`src/rtl/input_compare_if.sv`:
```
// input_compare_if: player switch inputs and round result bundle for the compare stage
interface input_compare_if;
  logic       start;
  logic [1:0] testcase;
  logic [9:0] sw;
  logic [1:0] score;
  logic       compare_finish;
  logic       busy;
  logic [3:0] idx;
  modport master(output start, testcase, sw, input score, compare_finish, busy, idx);
  modport slave(input start, testcase, sw, output score, compare_finish, busy, idx);
endinterface

```
`src/rtl/input_compare.sv`:
```
// input_compare: captures player switch entries, checks them against the displayed sequence, scores the round
module input_compare #(
  parameter int TIMEOUT_CYCLES = 1000,
  parameter int TW = 16
) (
  input logic clk,
  input logic reset_n,
  input_compare_if.slave io
);
  typedef enum logic [1:0] {IDLE, WAIT_IN, CHECK, DONE} state_t;
  localparam logic [3:0] S1 [8] = '{4'd1, 4'd9, 4'd4, 4'd2, 4'd0, 4'd8, 4'd7, 4'd5};
  localparam logic [3:0] S2 [8] = '{4'd0, 4'd4, 4'd1, 4'd3, 4'd2, 4'd0, 4'd0, 4'd0};
  localparam logic [3:0] S3 [8] = '{4'd9, 4'd2, 4'd7, 4'd0, 4'd0, 4'd0, 4'd0, 4'd0};
  state_t state, state_n;
  logic [1:0] tc, mis, mis_n, score_q;
  logic [3:0] idx_q, exp_d, len, digit;
  logic [TW-1:0] timer;
  logic [9:0] s1, s2, sp, rise;
  logic hit, press, valid, tout, accept;
  always_ff @(posedge clk or negedge reset_n)
    if (!reset_n) begin
      s1 <= '0;
      s2 <= '0;
      sp <= '0;
      rise <= '0;
    end else begin
      s1 <= io.sw;
      s2 <= s1;
      sp <= s2;
      rise <= s2 & ~sp;
    end
  always_comb begin
    digit = '0;
    for (int i = 0; i < 10; i++) if (rise[i]) digit = 4'(i);
  end
  assign press = |rise;
  assign valid = press && ((rise & (rise - 10'd1)) == '0);
  assign exp_d = tc == 2'd3 ? S3[idx_q[2:0]] : tc == 2'd2 ? S2[idx_q[2:0]] : S1[idx_q[2:0]];
  assign len = tc == 2'd3 ? 4'd3 : tc == 2'd2 ? 4'd5 : 4'd8;
  assign tout = timer == TW'(TIMEOUT_CYCLES - 1);
  assign mis_n = hit ? mis : mis == 2'd3 ? 2'd3 : mis + 2'd1;
  assign accept = io.start && io.testcase != 2'd0;
  always_comb begin
    state_n = state;
    case (state)
      IDLE:    state_n = accept ? WAIT_IN : IDLE;
      WAIT_IN: state_n = press || tout ? CHECK : WAIT_IN;
      CHECK:   state_n = idx_q + 4'd1 == len || mis_n == 2'd3 ? DONE : WAIT_IN;
      default: state_n = IDLE;
    endcase
  end
  always_ff @(posedge clk or negedge reset_n)
    if (!reset_n) state <= IDLE;
    else state <= state_n;
  always_ff @(posedge clk or negedge reset_n)
    if (!reset_n) begin
      tc <= '0;
      mis <= '0;
      idx_q <= '0;
      timer <= '0;
      hit <= 1'b0;
      score_q <= '0;
    end else begin
      case (state)
        IDLE: if (accept) begin
          tc <= io.testcase;
          idx_q <= '0;
          mis <= '0;
          timer <= '0;
        end
        WAIT_IN: begin
          timer <= timer + 1'b1;
          if (press) hit <= valid && digit == exp_d;
          else if (tout) hit <= 1'b0;
        end
        CHECK: begin
          mis <= mis_n;
          idx_q <= idx_q + 4'd1;
          timer <= '0;
        end
        default: score_q <= 2'd3 - mis;
      endcase
    end
  assign io.score = score_q;
  assign io.idx = idx_q;
  assign io.busy = state != IDLE;
  assign io.compare_finish = state == DONE;
endmodule

```
`src/flat_wrapper.sv`:
```
// flat-port wrapper written by rule: the top's interface ports become plain ports
module input_compare_flat 
#(
  parameter int TIMEOUT_CYCLES = 1000,
  parameter int TW = 16
)
  (clk, reset_n, io_start, io_testcase, io_sw, io_score, io_compare_finish, io_busy, io_idx);
  input_compare_if io_i ();
  input logic clk;
  input logic reset_n;
  input wire logic [$bits(io_i.start)-1:0] io_start;
  input wire logic [$bits(io_i.testcase)-1:0] io_testcase;
  input wire logic [$bits(io_i.sw)-1:0] io_sw;
  output wire logic [$bits(io_i.score)-1:0] io_score;
  output wire logic [$bits(io_i.compare_finish)-1:0] io_compare_finish;
  output wire logic [$bits(io_i.busy)-1:0] io_busy;
  output wire logic [$bits(io_i.idx)-1:0] io_idx;
  assign io_i.start = io_start;
  assign io_i.testcase = io_testcase;
  assign io_i.sw = io_sw;
  assign io_score = io_i.score;
  assign io_compare_finish = io_i.compare_finish;
  assign io_busy = io_i.busy;
  assign io_idx = io_i.idx;
  input_compare #(.TIMEOUT_CYCLES(TIMEOUT_CYCLES), .TW(TW)) u_core (.clk(clk), .reset_n(reset_n), .io(io_i));
endmodule
```
`config.mk`:
```
export PLATFORM = sky130hd
export DESIGN_NAME = input_compare_flat
export DESIGN_NICKNAME = d
export VERILOG_FILES = /design/src/rtl/input_compare_if.sv /design/src/rtl/input_compare.sv /design/src/flat_wrapper.sv
export SDC_FILE = /design/constraint.sdc
export NUM_CORES = 1
export LEC_CHECK = 0
export ABC_AREA = 1
export ABC_CLOCK_PERIOD_IN_PS = 1700
export BUFFER_PORTS_ARGS = -buffer_cell sky130_fd_sc_hd__buf_2
export CELL_PAD_IN_SITES_DETAIL_PLACEMENT = 0
export CELL_PAD_IN_SITES_GLOBAL_PLACEMENT = 1
export CORE_MARGIN = 4
export CORE_UTILIZATION = 46
export DETAILED_ROUTE_END_ITERATION = 8
export HOLD_SLACK_MARGIN = 0.03
export PLACE_DENSITY = 0.76
export SLEW_MARGIN = 40
export SYNTH_ARGS = -nofsm -noshare
export SYNTH_HDL_FRONTEND = slang
export SYNTH_SLANG_ARGS = --single-unit
```
`constraint.sdc`:
```
create_clock -name clk -period 1.7 [get_ports clk]
set_clock_uncertainty 0.05 [all_clocks]
set_input_delay 0.17 -clock clk [delete_from_list [all_inputs] [get_ports clk]]
set_output_delay 0.17 -clock clk [all_outputs]
set_load 0.05 [all_outputs]
```
Word-level counts from Yosys, hierarchy flattened
Memories as Yosys holds them, arrays and structs flattened.
Cells that the tools add are included.
W data, S select, Z words.
{"block": "word_totals", "mem_count": 3, "in_bits": 15, "output_inout_bits": 8, "register_bits": 69, "elab_cells": 86, "mem_bits_ro": 96}
{"memory": "(no name shown)", "words": 8, "word_bits": 4, "read_ports": 1, "rd_clocked_by_memory_dff": 0, "wr": 0, "line": "input_compare.sv:38", "rtl": "assign exp_d = tc == 2'd3 ? S3[idx_q[2:0]] : tc == 2'd2 ? S2[idx_q[2:0]] : S1[idx_q[2:0]];"}
{"memory": "(no name shown)", "words": 8, "word_bits": 4, "read_ports": 1, "rd_clocked_by_memory_dff": 0, "wr": 0, "line": "input_compare.sv:38"}
{"memory": "(no name shown)", "words": 8, "word_bits": 4, "read_ports": 1, "rd_clocked_by_memory_dff": 0, "wr": 0, "line": "input_compare.sv:38"}
{"block": "op_classes", "add_sub_neg": 5, "reduce_logical": 18, "eq_ne": 11, "bitwise_logic": 4, "n_mux": 33, "n_lt_le_gt_ge": 1}
{"op": "$mux W4", "n": 13}
{"op": "$pmux W16 S3", "n": 1}
{"op": "$and A10 B10 Y10", "n": 2}
{"op": "$add A16 B1 Y16 const B", "n": 1}
{"op": "$eq A16 B10 Y1 const B", "n": 1}
{"op": "$mux W16", "n": 1}
{"op": "$mux W2", "n": 7}
{"op": "$eq A2 B2 Y1 const B", "n": 6}
{"op": "$mux W3", "n": 4}
{"op": "$logic_not A10 Y1", "n": 1}
{"op": "$not A10 Y10", "n": 1}
{"op": "$reduce_or A10 Y1", "n": 1}
{"op": "$sub A10 B1 Y10 const B", "n": 1}
{"op": "$eq A4 B4 Y1", "n": 2}
{"op": "$pmux W4 S2", "n": 1}
{"op": "$reduce_and A2 Y1", "n": 4}
{"op": "$reduce_bool A2 Y1", "n": 4}
{"op": "$pmux W2 S3", "n": 1}
{"op": "$add A4 B1 Y4 const B", "n": 1}
{"op": "$ge A4 B4 Y1 const B", "n": 1}
{"op": "$mux W1", "n": 4}
{"op": "$not A3 Y4", "n": 1}
{"op": "$pmux W2 S2", "n": 1}
{"op": "$logic_and A1 B1 Y1", "n": 3}
{"op": "other kinds (8)", "n": 9}

Logic depth before layout (Yosys ltp)
{"block": "logic_depth", "ltp_word": 12, "depth_mapped": 13, "depth_no_buf": 13}

Least setup slack after synthesis
No wires, ideal clock.
{"block": "synth_path", "path_type": "flip-flop to flip-flop", "start": "register u_core.idx_q[0], in the netlist u_core.io.idx[0]", "end": "register u_core.hit", "t_arrival_ns": 1.759, "path_buffers": 0, "stages_incl_launch_ff": 13, "setup_time_ns": 0.065, "period_less_slack_ns": 1.874, "path_slack_ns": -0.174, "required_time_ns": 1.585, "path_cell_list": "dfrtp_1 -> inv_1 -> ha_1 -> nand4_1 -> nand2_1 -> nand2_1 -> nand2_1 -> nand2_1 -> inv_2 -> nand3_1 -> nor2_1 -> nand2_1 -> nand2_1"}
{"block": "synth_between", "elab_chain_len": 9, "elab_cells_between_ends": 15, "classes_between": "eq/ne: 1; mux: 9; bitwise: 1; reduce/logical: 1; memory: 3"}
{"item": "start: declaration", "line": "input_compare.sv:16", "rtl": "logic [3:0] idx_q, exp_d, len, digit;"}
{"item": "start signal: assignment", "line": "input_compare.sv:78", "rtl": "idx_q <= idx_q + 4'd1;"}
{"item": "$not A3 Y4 (implied by the code) *", "line": "input_compare.sv:38"}
{"item": "$mem_v2 Z8 W4"}
{"item": "$mux W4 (implied by the code) (2 in series)", "line": "input_compare.sv:38"}
{"item": "$mux W4", "line": "input_compare.sv:38"}
{"item": "$mux W4 *", "line": "input_compare.sv:38"}
{"item": "$eq A4 B4 Y1 *", "line": "input_compare.sv:73", "rtl": "if (press) hit <= valid && digit == exp_d;"}
{"item": "$logic_and A1 B1 Y1 *", "line": "input_compare.sv:73"}
{"item": "$mux W1 *", "line": "input_compare.sv:73"}
{"item": "end signal: assignment", "line": "input_compare.sv:73"}
{"item": "end: declaration", "line": "input_compare.sv:19", "rtl": "logic hit, press, valid, tout, accept;"}
Every way passes the cells marked *; elsewhere a longest branch is shown, timed or not. The select of a mux whose other input is x is not followed.
A chain may end at the register's enable or synchronous reset.

Final worst setup path
{"block": "layout_path", "start": "register u_core.state[0]", "end": "output port io_busy"}
{"block": "layout_between", "elab_chain_len": 1}
{"item": "start: declaration", "line": "input_compare.sv:14", "rtl": "state_t state, state_n;"}
{"item": "start signal: assignment", "line": "input_compare.sv:54", "rtl": "else state <= state_n;"}
{"item": "$reduce_bool A2 Y1", "line": "input_compare.sv:86", "rtl": "assign io.busy = state != IDLE;"}
{"item": "end: declaration", "line": "flat_wrapper.sv:16", "rtl": "output wire logic [$bits(io_i.busy)-1:0] io_busy;"}
Every way passes these cells.

==> impl_results.md <==
* CTS max path bufs at 2
* Critical path cell sequence: nor2_1 > inv_1 > buf_2
* Die extent in x at 90.13 um
* Count of max-cap constraint violations at 0
* Final setup TNS at 0 ns
* Post-Syn Area at around 0.0031 mm^2
* Max Clock Freq at ~0.65 GHz
* Number of core rows at 29
* Count of mapped cells out of synthesis at between 300 and 400
* Clk sink count at slightly below 70
* Placer congestion estimate at around 0.92
* Most instantiated flip-flop cell in the synthesis netlist: dfrtp_1
* Unrepaired setup endpoints after global routing: false
* DRC at 0
* Worst supply voltage drop on vdd at about 1.1 mV
* Proportion of synthesized area in mux cells at 0%
* Leakage Power at between 1.5 and 2 nW
* Routed wire length at ~6100 um
* Most common cell in the synthesized netlist: nand2_1
* Number of global-route vias before repair at around 2500
* Count of state elements after synthesis at 69
* Clock input transition at the sequential cells of the worst setup and hold paths at 0.08 ns
* Htree depth at 3
* Clock buffers created by TritonCTS at 9
* Signed area change from the synthesized netlist to the final layout at 18.31%
* Antenna violations before repair at 0
* Number of port buffers at 22
* Number of max-slew violations in the final report at 0
* Setup violators final at 0
* Total power density per cell area at 1350 mW/mm^2
* First-pass GRT wire length at approximately 11000 um
* Area leader, netlist: dfrtp_1
* Routed wirelength normalized by instance count at approximately 13 um
* Mean instance size in the synthesized netlist at around 9.0 um^2
* Critical path start-end classification: reg2out
* Synth cell types at 33
* Critical path endpoint category: output port
* Net count after synthesis at roughly 370
* Final count of hold timing violations at 0
* Router iterations before antenna repair at 4
* Cell types with the highest counts after synthesis: nand2_1 (77), dfrtp_1 (69), inv_1 (38)
* Run status: finished clean
* Effective utilization at floorplan at 48.04%
* Final Cycle Share at 90.14%
* Clk root buf: clkbuf_8
* Layout cell share with drive strength beyond 1 at about 22%
* Share of synthesized registers carrying an async set or reset at 100.0%
* Required @ worst endpoint at 1.48 ns
* TritonCTS clock tree: done
* Die Footprint at around 0.008 mm^2
* Yosys top cell area share at roughly 56%
* Sequential area share after synthesis at between 50 and 60%
* GRT Overall Usage at 16.48%
* Total of fill cells in the finished design at approximately 600
* Simple-gate area share of the yosys netlist at about a quarter
* Number of buffers and inverters on the critical path at 2
* Xor and xnor fraction of the mapped netlist area at under 10%
* Critical path arrival at approximately 1.3 ns
* Detailed placer's ending HPWL at roughly 4300 um
* Detailed-route via count at around 2400
* Antenna Nets Post-Route at 0
* CP max stage delay at between 0.4 and 0.5 ns
* Total inserted antenna cells at 0
* Height of the die at about 90 um
* Yosys warning total at 0
* Max Fanout on Critical Path at 5
* Number of DRC markers in iteration 0 at roughly 120
* Combinational family with the most area after synthesis: simple AND/OR/NAND/NOR gates
* Tightest Hold Check Type: in2async
* Number of flops mapped to enable cells by yosys at 0
* Total overflow reported by the global router at 0
* Maximum number of pins on one net before global-route repair at 57
* Nets@finish at around 420
* Insertion delay of the later-clocked pin in the worst-skew pair at around 0.35 ns
* Worst slew slack as a fraction of its limit at approximately 76%
* CP max-delay cell: dfrtp_1
* Cell types with the largest area share after synthesis: dfrtp_1 (56%), nand2_1 (9.3%), inv_1 (4.6%)
* Complex-gate fraction of the synthesized area at 9.556%
* Measured slew at the worst slew-check pin at approximately 0.35 ns
* Crit start category: flip-flop
* Largest delay share family, worst path: flip-flops
* Post-DR vias/cell at roughly 5.0
* Standard cell core area at around 0.0065 mm^2
* Fin Hold WS at ~0.2 ns
* Number of top-level pins at 23
* Adder-cell area share of the yosys netlist at under 10%
* Final critical delay including setup and external delays at roughly 1.5 ns
==> sequential cells by signal, indices dropped and copies added (netlist names), 2 cells and up <==
name	flops
u_core.state	2
u_core.mis	2
u_core.io.idx	4
u_core.s2	10
u_core.s1	10
u_core.timer	16
u_core.io.score	2
u_core.tc	2
u_core.sp	10
u_core.rise	10
==> logic make-up after synthesis <==
group           Yosys count
buf+inv                  54
compound gates           49
simple gates            160
flops                    69
xor+xnor                  4
fa+ha+maj                 7
==> worst paths after layout <==
check | endpoint | from | depth (start not counted) | slack, ns
setup / recovery | io_busy | u_core.state[0]$_DFF_PN0_ | 3 | 0.17
max in group asynchronous | u_core.io.idx[1]$_DFFE_PN0P_ | reset_n | 3 | 0.79
min in group clk | u_core.tc[1]$_DFFE_PN0P_ | io_start | 5 | 0.30
hold / removal | u_core.s1[1]$_DFF_PN0_ | reset_n | 2 | 0.20
hold reg to reg | u_core.s2[4]$_DFF_PN0_ | u_core.s1[4]$_DFF_PN0_ | 0 | 0.30
setup reg to reg | u_core.timer[12]$_DFFE_PN0P_ | u_core.timer[1]$_DFFE_PN0P_ | 9 | 0.18
==> power by group <==
part,leakage (nW),internal (mW),switching [mW]
clock network,0.0893,0.578,0.650
registers,0.862,1.85,0.191
logic,0.828,0.559,1.13
total,1.78,2.98,1.97
==> repair_timing <==
item / 4_1_cts / 5_1_grt
resized for setup: 0 / 2
buffers inserted: 0 / 2
hold endpoints to repair: 34 / 0
hold buffers: 13 / 0
setup endpoints to repair: 0 / 2
==> area by class of cell <==
class	count	area [um^2]	area share, %
clock buffer	10	137.6	3.749
inverter	52	195.2	5.317
timing repair buffer	41	297.8	8.112
multi-input combinational	220	1169	31.83
clock inverter	6	46.29	1.261
tap	77	96.34	2.624
sequential	69	1729	47.10
==> layer usage <==
metal	GRT usage (%)	vias up	wire length, um
li1	-	1207	-
met1	20.74	1130	2831
met2	26.70	37	2948
met3	4.591	9	176
met4	7.015	0	94
met5	0	-	0
==> layout by cell type, fill, tap and decap left out, types with 5 or more instances in the layout <==
| cell type | n |
|---|---|
| buf_4 | 5 |
| clkbuf_8 | 10 |
| dfrtp_1 | 67 |
| inv_1 | 36 |
| a21oi_1 | 8 |
| dlygate4sd3_1 | 13 |
| o22ai_1 | 6 |
| inv_2 | 16 |
| o21ai_0 | 15 |
| nor2_1 | 30 |
| buf_2 | 22 |
| o21ai_1 | 9 |
| nand3_1 | 22 |
| nor2_2 | 5 |
| nand2_1 | 77 |
| ha_1 | 7 |
| nand2_2 | 6 |
==> through the flow <==
stage	util (%)	std cells	power, mW	setup WS [ns]	instance area [um^2]
after floorplan	-	343	3.253	0.002757	3105
after global placement	51.74	444	3.696	0.1529	3342
after detailed placement	51.74	444	3.697	0.1133	3342
after CTS	56.61	473	4.979	0.1102	3656
after global routing	56.84	475	5.314	0.002878	3671
final	56.84	475	4.957	0.1676	3671
(Power assumes the default switching activity.)
